$ cat src/rtl/jtag_uart_arb_pkg.sv
// Shared definitions for the JTAG UART arbiter: FSM states, response codes,
// register addresses and register bit positions.
package jtag_uart_arb_pkg;

  typedef enum logic [2:0] {
    IDLE    = 3'd0,
    CTRL_RD = 3'd1,
    DATA_WR = 3'd2,
    DATA_RD = 3'd3,
    DONE    = 3'd4
  } state_t;

  localparam logic [1:0] RSP_OK    = 2'b00;
  localparam logic [1:0] RSP_EMPTY = 2'b01;
  localparam logic [1:0] RSP_DROP  = 2'b10;

  localparam logic ADDR_DATA = 1'b0;
  localparam logic ADDR_CTRL = 1'b1;

  localparam int RVALID_BIT = 15;
  localparam int WSPACE_MSB = 31;
  localparam int WSPACE_LSB = 16;

endpackage

$ cat src/rtl/jtag_uart_arb_rr_arb.sv
// Combinational round-robin picker: the first pending request at or after
// the pointer, wrapping around the requester range.
module rr_arb #(
  parameter int NR_REQ = 3
) (
  input  logic [NR_REQ-1:0]         req,
  input  logic [$clog2(NR_REQ)-1:0] ptr,
  output logic [$clog2(NR_REQ)-1:0] grant_idx,
  output logic                      any_valid
);
  localparam int IDX_W = $clog2(NR_REQ);

  logic [IDX_W-1:0] cand;

  always_comb begin
    grant_idx = '0;
    any_valid = 1'b0;
    cand      = '0;
    for (int k = 0; k < NR_REQ; k++) begin
      cand = IDX_W'((int'(ptr) + k) % NR_REQ);
      if (!any_valid && req[cand]) begin
        grant_idx = cand;
        any_valid = 1'b1;
      end
    end
  end

endmodule

$ cat src/rtl/jtag_uart_arb.sv
// Round-robin arbiter sharing one Avalon-MM JTAG UART among NR_REQ byte requesters.
// Define JTAG_UART_ARB_WSPACE_CHK_EN to poll WSPACE before writes (dropped after TIMEOUT empty polls).
module jtag_uart_arb
  import jtag_uart_arb_pkg::*;
#(
  parameter int NR_REQ  = 3,
  parameter int TIMEOUT = 255
) (
  input  logic                clk,
  input  logic                reset,
  input  logic [NR_REQ-1:0]   req_valid,
  input  logic [NR_REQ-1:0]   req_write,
  input  logic [8*NR_REQ-1:0] req_wdata,
  output logic [NR_REQ-1:0]   req_done,
  output logic [7:0]          rsp_data,
  output logic [1:0]          rsp_status,
  output logic                av_chipselect,
  output logic                av_address,
  output logic                av_read_n,
  output logic                av_write_n,
  output logic [31:0]         av_writedata,
  input  logic [31:0]         av_readdata,
  input  logic                av_waitrequest
);
  localparam int IDX_W = $clog2(NR_REQ);

  state_t           state;
  logic [IDX_W-1:0] rr_ptr;
  logic [IDX_W-1:0] grant;
  logic [IDX_W-1:0] arb_idx;
  logic             arb_any;
  logic [7:0]       arb_wdata;
  logic             cmd_done;
  logic             unused_bits;

`ifdef JTAG_UART_ARB_WSPACE_CHK_EN
  logic [$clog2(TIMEOUT+1)-1:0] retry_cnt;
  logic [7:0]                   wdata_q;
  assign unused_bits = ^av_readdata[14:8];
`else
  assign unused_bits = ^{av_readdata[31:16], av_readdata[14:8], TIMEOUT > 0};
`endif

  rr_arb #(.NR_REQ(NR_REQ)) u_rr_arb (
    .req       (req_valid),
    .ptr       (rr_ptr),
    .grant_idx (arb_idx),
    .any_valid (arb_any)
  );

  always_comb begin
    arb_wdata = '0;
    for (int i = 0; i < NR_REQ; i++)
      if (arb_idx == IDX_W'(i)) arb_wdata = req_wdata[8*i +: 8];
  end

  assign cmd_done = av_chipselect && !av_waitrequest;
  assign req_done = (state == DONE) ? (NR_REQ'(1) << grant) : '0;

  // Avalon command signals are registered: raised on entering a bus state and
  // held untouched until the cycle that waitrequest is low.
  always_ff @(posedge clk or posedge reset) begin
    if (reset) begin
      state         <= IDLE;
      rr_ptr        <= '0;
      grant         <= '0;
      rsp_data      <= '0;
      rsp_status    <= RSP_OK;
      av_chipselect <= 1'b0;
      av_address    <= ADDR_DATA;
      av_read_n     <= 1'b1;
      av_write_n    <= 1'b1;
      av_writedata  <= '0;
`ifdef JTAG_UART_ARB_WSPACE_CHK_EN
      retry_cnt     <= '0;
      wdata_q       <= '0;
`endif
    end else begin
      case (state)
        IDLE: begin
          if (arb_any) begin
            grant         <= arb_idx;
            av_chipselect <= 1'b1;
            if (req_write[arb_idx]) begin
`ifdef JTAG_UART_ARB_WSPACE_CHK_EN
              retry_cnt  <= '0;
              wdata_q    <= arb_wdata;
              av_address <= ADDR_CTRL;
              av_read_n  <= 1'b0;
              state      <= CTRL_RD;
`else
              av_address   <= ADDR_DATA;
              av_write_n   <= 1'b0;
              av_writedata <= {24'h0, arb_wdata};
              state        <= DATA_WR;
`endif
            end else begin
              av_address <= ADDR_DATA;
              av_read_n  <= 1'b0;
              state      <= DATA_RD;
            end
          end
        end
`ifdef JTAG_UART_ARB_WSPACE_CHK_EN
        // A deasserted chipselect here is the idle gap between WSPACE polls.
        CTRL_RD: begin
          if (!av_chipselect) begin
            av_chipselect <= 1'b1;
            av_address    <= ADDR_CTRL;
            av_read_n     <= 1'b0;
          end else if (!av_waitrequest) begin
            av_read_n <= 1'b1;
            if (av_readdata[WSPACE_MSB:WSPACE_LSB] != 16'h0) begin
              av_address   <= ADDR_DATA;
              av_write_n   <= 1'b0;
              av_writedata <= {24'h0, wdata_q};
              state        <= DATA_WR;
            end else if (int'(retry_cnt) + 1 >= TIMEOUT) begin
              av_chipselect <= 1'b0;
              rsp_data      <= '0;
              rsp_status    <= RSP_DROP;
              state         <= DONE;
            end else begin
              av_chipselect <= 1'b0;
              retry_cnt     <= retry_cnt + 1'b1;
            end
          end
        end
`endif
        DATA_WR: begin
          if (cmd_done) begin
            av_chipselect <= 1'b0;
            av_write_n    <= 1'b1;
            rsp_data      <= '0;
            rsp_status    <= RSP_OK;
            state         <= DONE;
          end
        end
        DATA_RD: begin
          if (cmd_done) begin
            av_chipselect <= 1'b0;
            av_read_n     <= 1'b1;
            rsp_data      <= av_readdata[RVALID_BIT] ? av_readdata[7:0] : 8'h00;
            rsp_status    <= av_readdata[RVALID_BIT] ? RSP_OK : RSP_EMPTY;
            state         <= DONE;
          end
        end
        DONE: begin
          rr_ptr <= (grant == IDX_W'(NR_REQ - 1)) ? '0 : grant + 1'b1;
          state  <= IDLE;
        end
        default: state <= IDLE;
      endcase
    end
  end

endmodule

$ cat config.mk
export PLATFORM = sky130hd
export DESIGN_NAME = jtag_uart_arb
export DESIGN_NICKNAME = d
export VERILOG_FILES = /design/src/rtl/jtag_uart_arb_pkg.sv /design/src/rtl/jtag_uart_arb_rr_arb.sv /design/src/rtl/jtag_uart_arb.sv
export SDC_FILE = /design/constraint.sdc
export NUM_CORES = 1
export LEC_CHECK = 0
export BUFFER_PORTS_ARGS = -buffer_cell sky130_fd_sc_hd__buf_2
export CAP_MARGIN = 20
export CORE_ASPECT_RATIO = 1.5
export CORE_MARGIN = 3
export CORE_UTILIZATION = 43
export DETAILED_ROUTE_END_ITERATION = 10
export GPL_TIMING_DRIVEN = 0
export PLACE_DENSITY_LB_ADDON = 0.12
export SKIP_CTS_REPAIR_TIMING = 1
export SLEW_MARGIN = 20
export SYNTH_ARGS = -nofsm -noshare
export SYNTH_HDL_FRONTEND = slang
export SYNTH_HIERARCHICAL = 1
export SYNTH_SLANG_ARGS = --single-unit
$ cat constraint.sdc
create_clock -name clk -period 3.9 [get_ports clk]
set_input_delay 0.39 -clock clk [delete_from_list [all_inputs] [get_ports clk]]
set_output_delay 0.39 -clock clk [all_outputs]
set_load 0.1 [all_outputs]
==> flow_metrics.env <==
export IMPL_slew_headroom=0.6299
export IMPL_hold_viol=0
export IMPL_p_per_area_nw_per_um2=1018
export IMPL_clock_path_buffers=2
export IMPL_num_vias=1442
export IMPL_maxCapViolCount=0
export IMPL_track_usage=0.1519
export IMPL_synth_enable_flop_cells=0
export IMPL_layout_nets=345
export IMPL_htree_levels=1
export IMPL_syn_mean_instance_area_sq_um=9.729
export IMPL_ir_drop_mv=0.7473
export IMPL_area_delta_synth_final_pct=28.95
export IMPL_worst_pin_slew_ns=0.5543
export IMPL_cellLeakagePower_nw=1.255
export IMPL_max_freq_mhz=313.7
export IMPL_drive_gt1_frac=0.4130
export IMPL_fp_dieArea_sq_um=4965
export IMPL_drv_slew=0
export IMPL_antenna_found_initial=0
export IMPL_grt_remaining_overflow=0
export IMPL_synthDistinctLibCells=36
export IMPL_min_period_over_period=0.8174
export IMPL_netlist_top_cells_area="dfrtp_1 (35%), buf_4 (11%), mux2i_1 (7.9%)"
export IMPL_ant_nets=0
export IMPL_worst_setup_path_end_kind="register"
export IMPL_dr_pass1_iters=4
export IMPL_rsz0062_at_grt="no"
export IMPL_synth_top_area_cell="dfrtp_1"
export IMPL_crit_required_ns=4.06
export IMPL_numCtsBuffers=3
export IMPL_grt_pass1_vias=1348
export IMPL_total_power_mw=2.338
export IMPL_coreArea_sq_um=3959
export IMPL_cts_clk_slew_worst_paths_ns=0.09
export IMPL_synthTopCellsByCount="nand2_1 (28), buf_4 (27), dfrtp_1 (25)"
export IMPL_fp_dieH_um=84.81
export IMPL_clock_latency_ns=0.27
export IMPL_cp_max_fo=10
export IMPL_synthCells=183
export IMPL_setup_viol=0
export IMPL_synth_area_sq_um=1780
export IMPL_num_antenna_cells=0
export IMPL_cts_num_sinks=27
export IMPL_skew_ns=0.004266
export IMPL_grt_first_pass_wirelength_um=6016
export IMPL_via_per_inst=4.492
export IMPL_critPathArrivalTime_ns=3.35
export IMPL_drcViolationCount=0
export IMPL_start_util=0.4497
export IMPL_synth_most_common_cell="nand2_1"
export IMPL_die_w_um=58.54
export IMPL_ios=114
export IMPL_drtIter0Drc=66
export IMPL_ys_flop_type="dfrtp_1"
export IMPL_dpl_hpwl_um=2907
export IMPL_grt_max_degree=28
export IMPL_status="completed"
export IMPL_placementRows=28
export IMPL_async_flop_share=1.000
export IMPL_period_needed_ns=3.188
export IMPL_wirelength_um=3621
export IMPL_ys_seq_elements=27
export IMPL_cts_tree="done"
export IMPL_critical_path_class="register to register"
export IMPL_yosysWarningCount=6
export IMPL_io_buffers=64
export IMPL_detail_route_wl_per_cell_um=11.28
export IMPL_rr_worst_depth=11
export IMPL_synth_seq_area_share=0.3809
export IMPL_hp_class="primary input to asynchronous set/reset pin"
export IMPL_gp_congestion=0.8119
export IMPL_root_buffer="clkbuf_8"
export IMPL_start_kind="register"
export IMPL_synth_top_area_frac=0.3514
export IMPL_setup_tns_ns=0
sequential cells by signal, summed over array words and instances, names as in the netlist:
register and cells:
state 3, av_writedata 8, rr_ptr 2, rsp_data 8, av_read_n 1, grant 2, rsp_status 1, av_chipselect 1
av_write_n 1
metrics by stage:
stage                     hold WS (ns)    util  instance area [sq um]  std cells  setup WS (ns)
after global placement          0.4722  0.5686                   2251        317         0.7368
final                           0.1590  0.5800                   2296        321         0.7122
after floorplan                 0.4412       -                   1874        208         0.5916
after detailed placement        0.4728  0.5686                   2251        317         0.7280
after global routing            0.2137  0.5800                   2296        321         0.4973
after CTS                       0.3337  0.5800                   2296        321         0.7090
final timing paths:
kind / start / to / slack, ns
max: rr_ptr[0] / av_writedata[3] / 0.71
min: reset / av_writedata[1] / 0.16
max reg2reg: rr_ptr[0] / av_writedata[3] / 0.71
min reg2reg: rsp_data[7] / rsp_data[7] / 0.48
max in group asynchronous: reset / av_read_n / 3.36
min in group clk: av_readdata[3] / rsp_data[3] / 0.34
logic make-up after synthesis:
family / count (synthesis) / share of synthesized area
AND/OR/NAND/NOR: 54 / 0.1623
AO/OA/AOI/OAI: 34 / 0.1160
flip-flops: 27 / 0.3809
adder cells (fa/ha/maj): 3 / 0.02108
buffers and inverters: 40 / 0.1588
multiplexers: 24 / 0.1588
other: 1 / 0.002106
worst max-delay path, stage by stage (launching register included):
cell	delay, ns
dfrtp_1	0.40
inv_1	0.06
ha_1	0.39
mux2i_1	0.44
nor3b_1	0.11
a211oi_1	0.34
buf_6	0.22
mux2i_1	0.28
a2bb2oi_2	0.24
nand2b_4	0.17
buf_12	0.13
mux2_4	0.30
routing by layer:
layer / global-route usage / vias to the layer above / part of all wire
li1: - / 750 / -
met1: 0.1840 / 642 / 0.38
met2: 0.2625 / 46 / 0.54
met3: 0.03196 / 4 / 0.069
met4: 0.04852 / 0 / 0.010
met5: 0 / - / 0
power by group:
part           leakage, nW  total [mW]  internal [mW]  switching, mW
combinational        0.891        1.70          0.534           1.17
clock               0.0228       0.153         0.0730         0.0795
sequential           0.342       0.486          0.402         0.0837
area by class of cell:
cell class	instances	area [sq um]
sequential	27	678.2
inverter	6	22.52
timing repair buffer	64	320.3
clock buffer	4	45.04
buffer	34	260.3
fill	389	1663
multi-input combinational	141	913.4
tap	45	56.30
cells in the final DEF, fill, tap and decap left out, drive strengths merged:
master / netlist / final
nor2: 3 / 3
inv: 6 / 6
nand2b: 5 / 5
dfrtp: 25 / 25
nor3: 2 / 2
or3: 1 / 1
dfstp: 2 / 2
nand3b: 3 / 3
o2bb2ai: 1 / 1
nor3b: 4 / 4
conb: 1 / 26
a211oi: 2 / 2
and2: 2 / 2
a21oi: 2 / 2
o41ai: 1 / 1
or3b: 1 / 1
and2b: 1 / 1
ha: 3 / 3
buf: 30 / 94
o21ai: 21 / 21
nor2b: 3 / 3
mux2: 10 / 10
nand2: 28 / 28
o22ai: 1 / 1
clkbuf: 4 / 8
mux2i: 14 / 14
a21o: 5 / 5
nor4b: 1 / 1
a2bb2oi: 1 / 1
(Power assumes the default switching activity.)
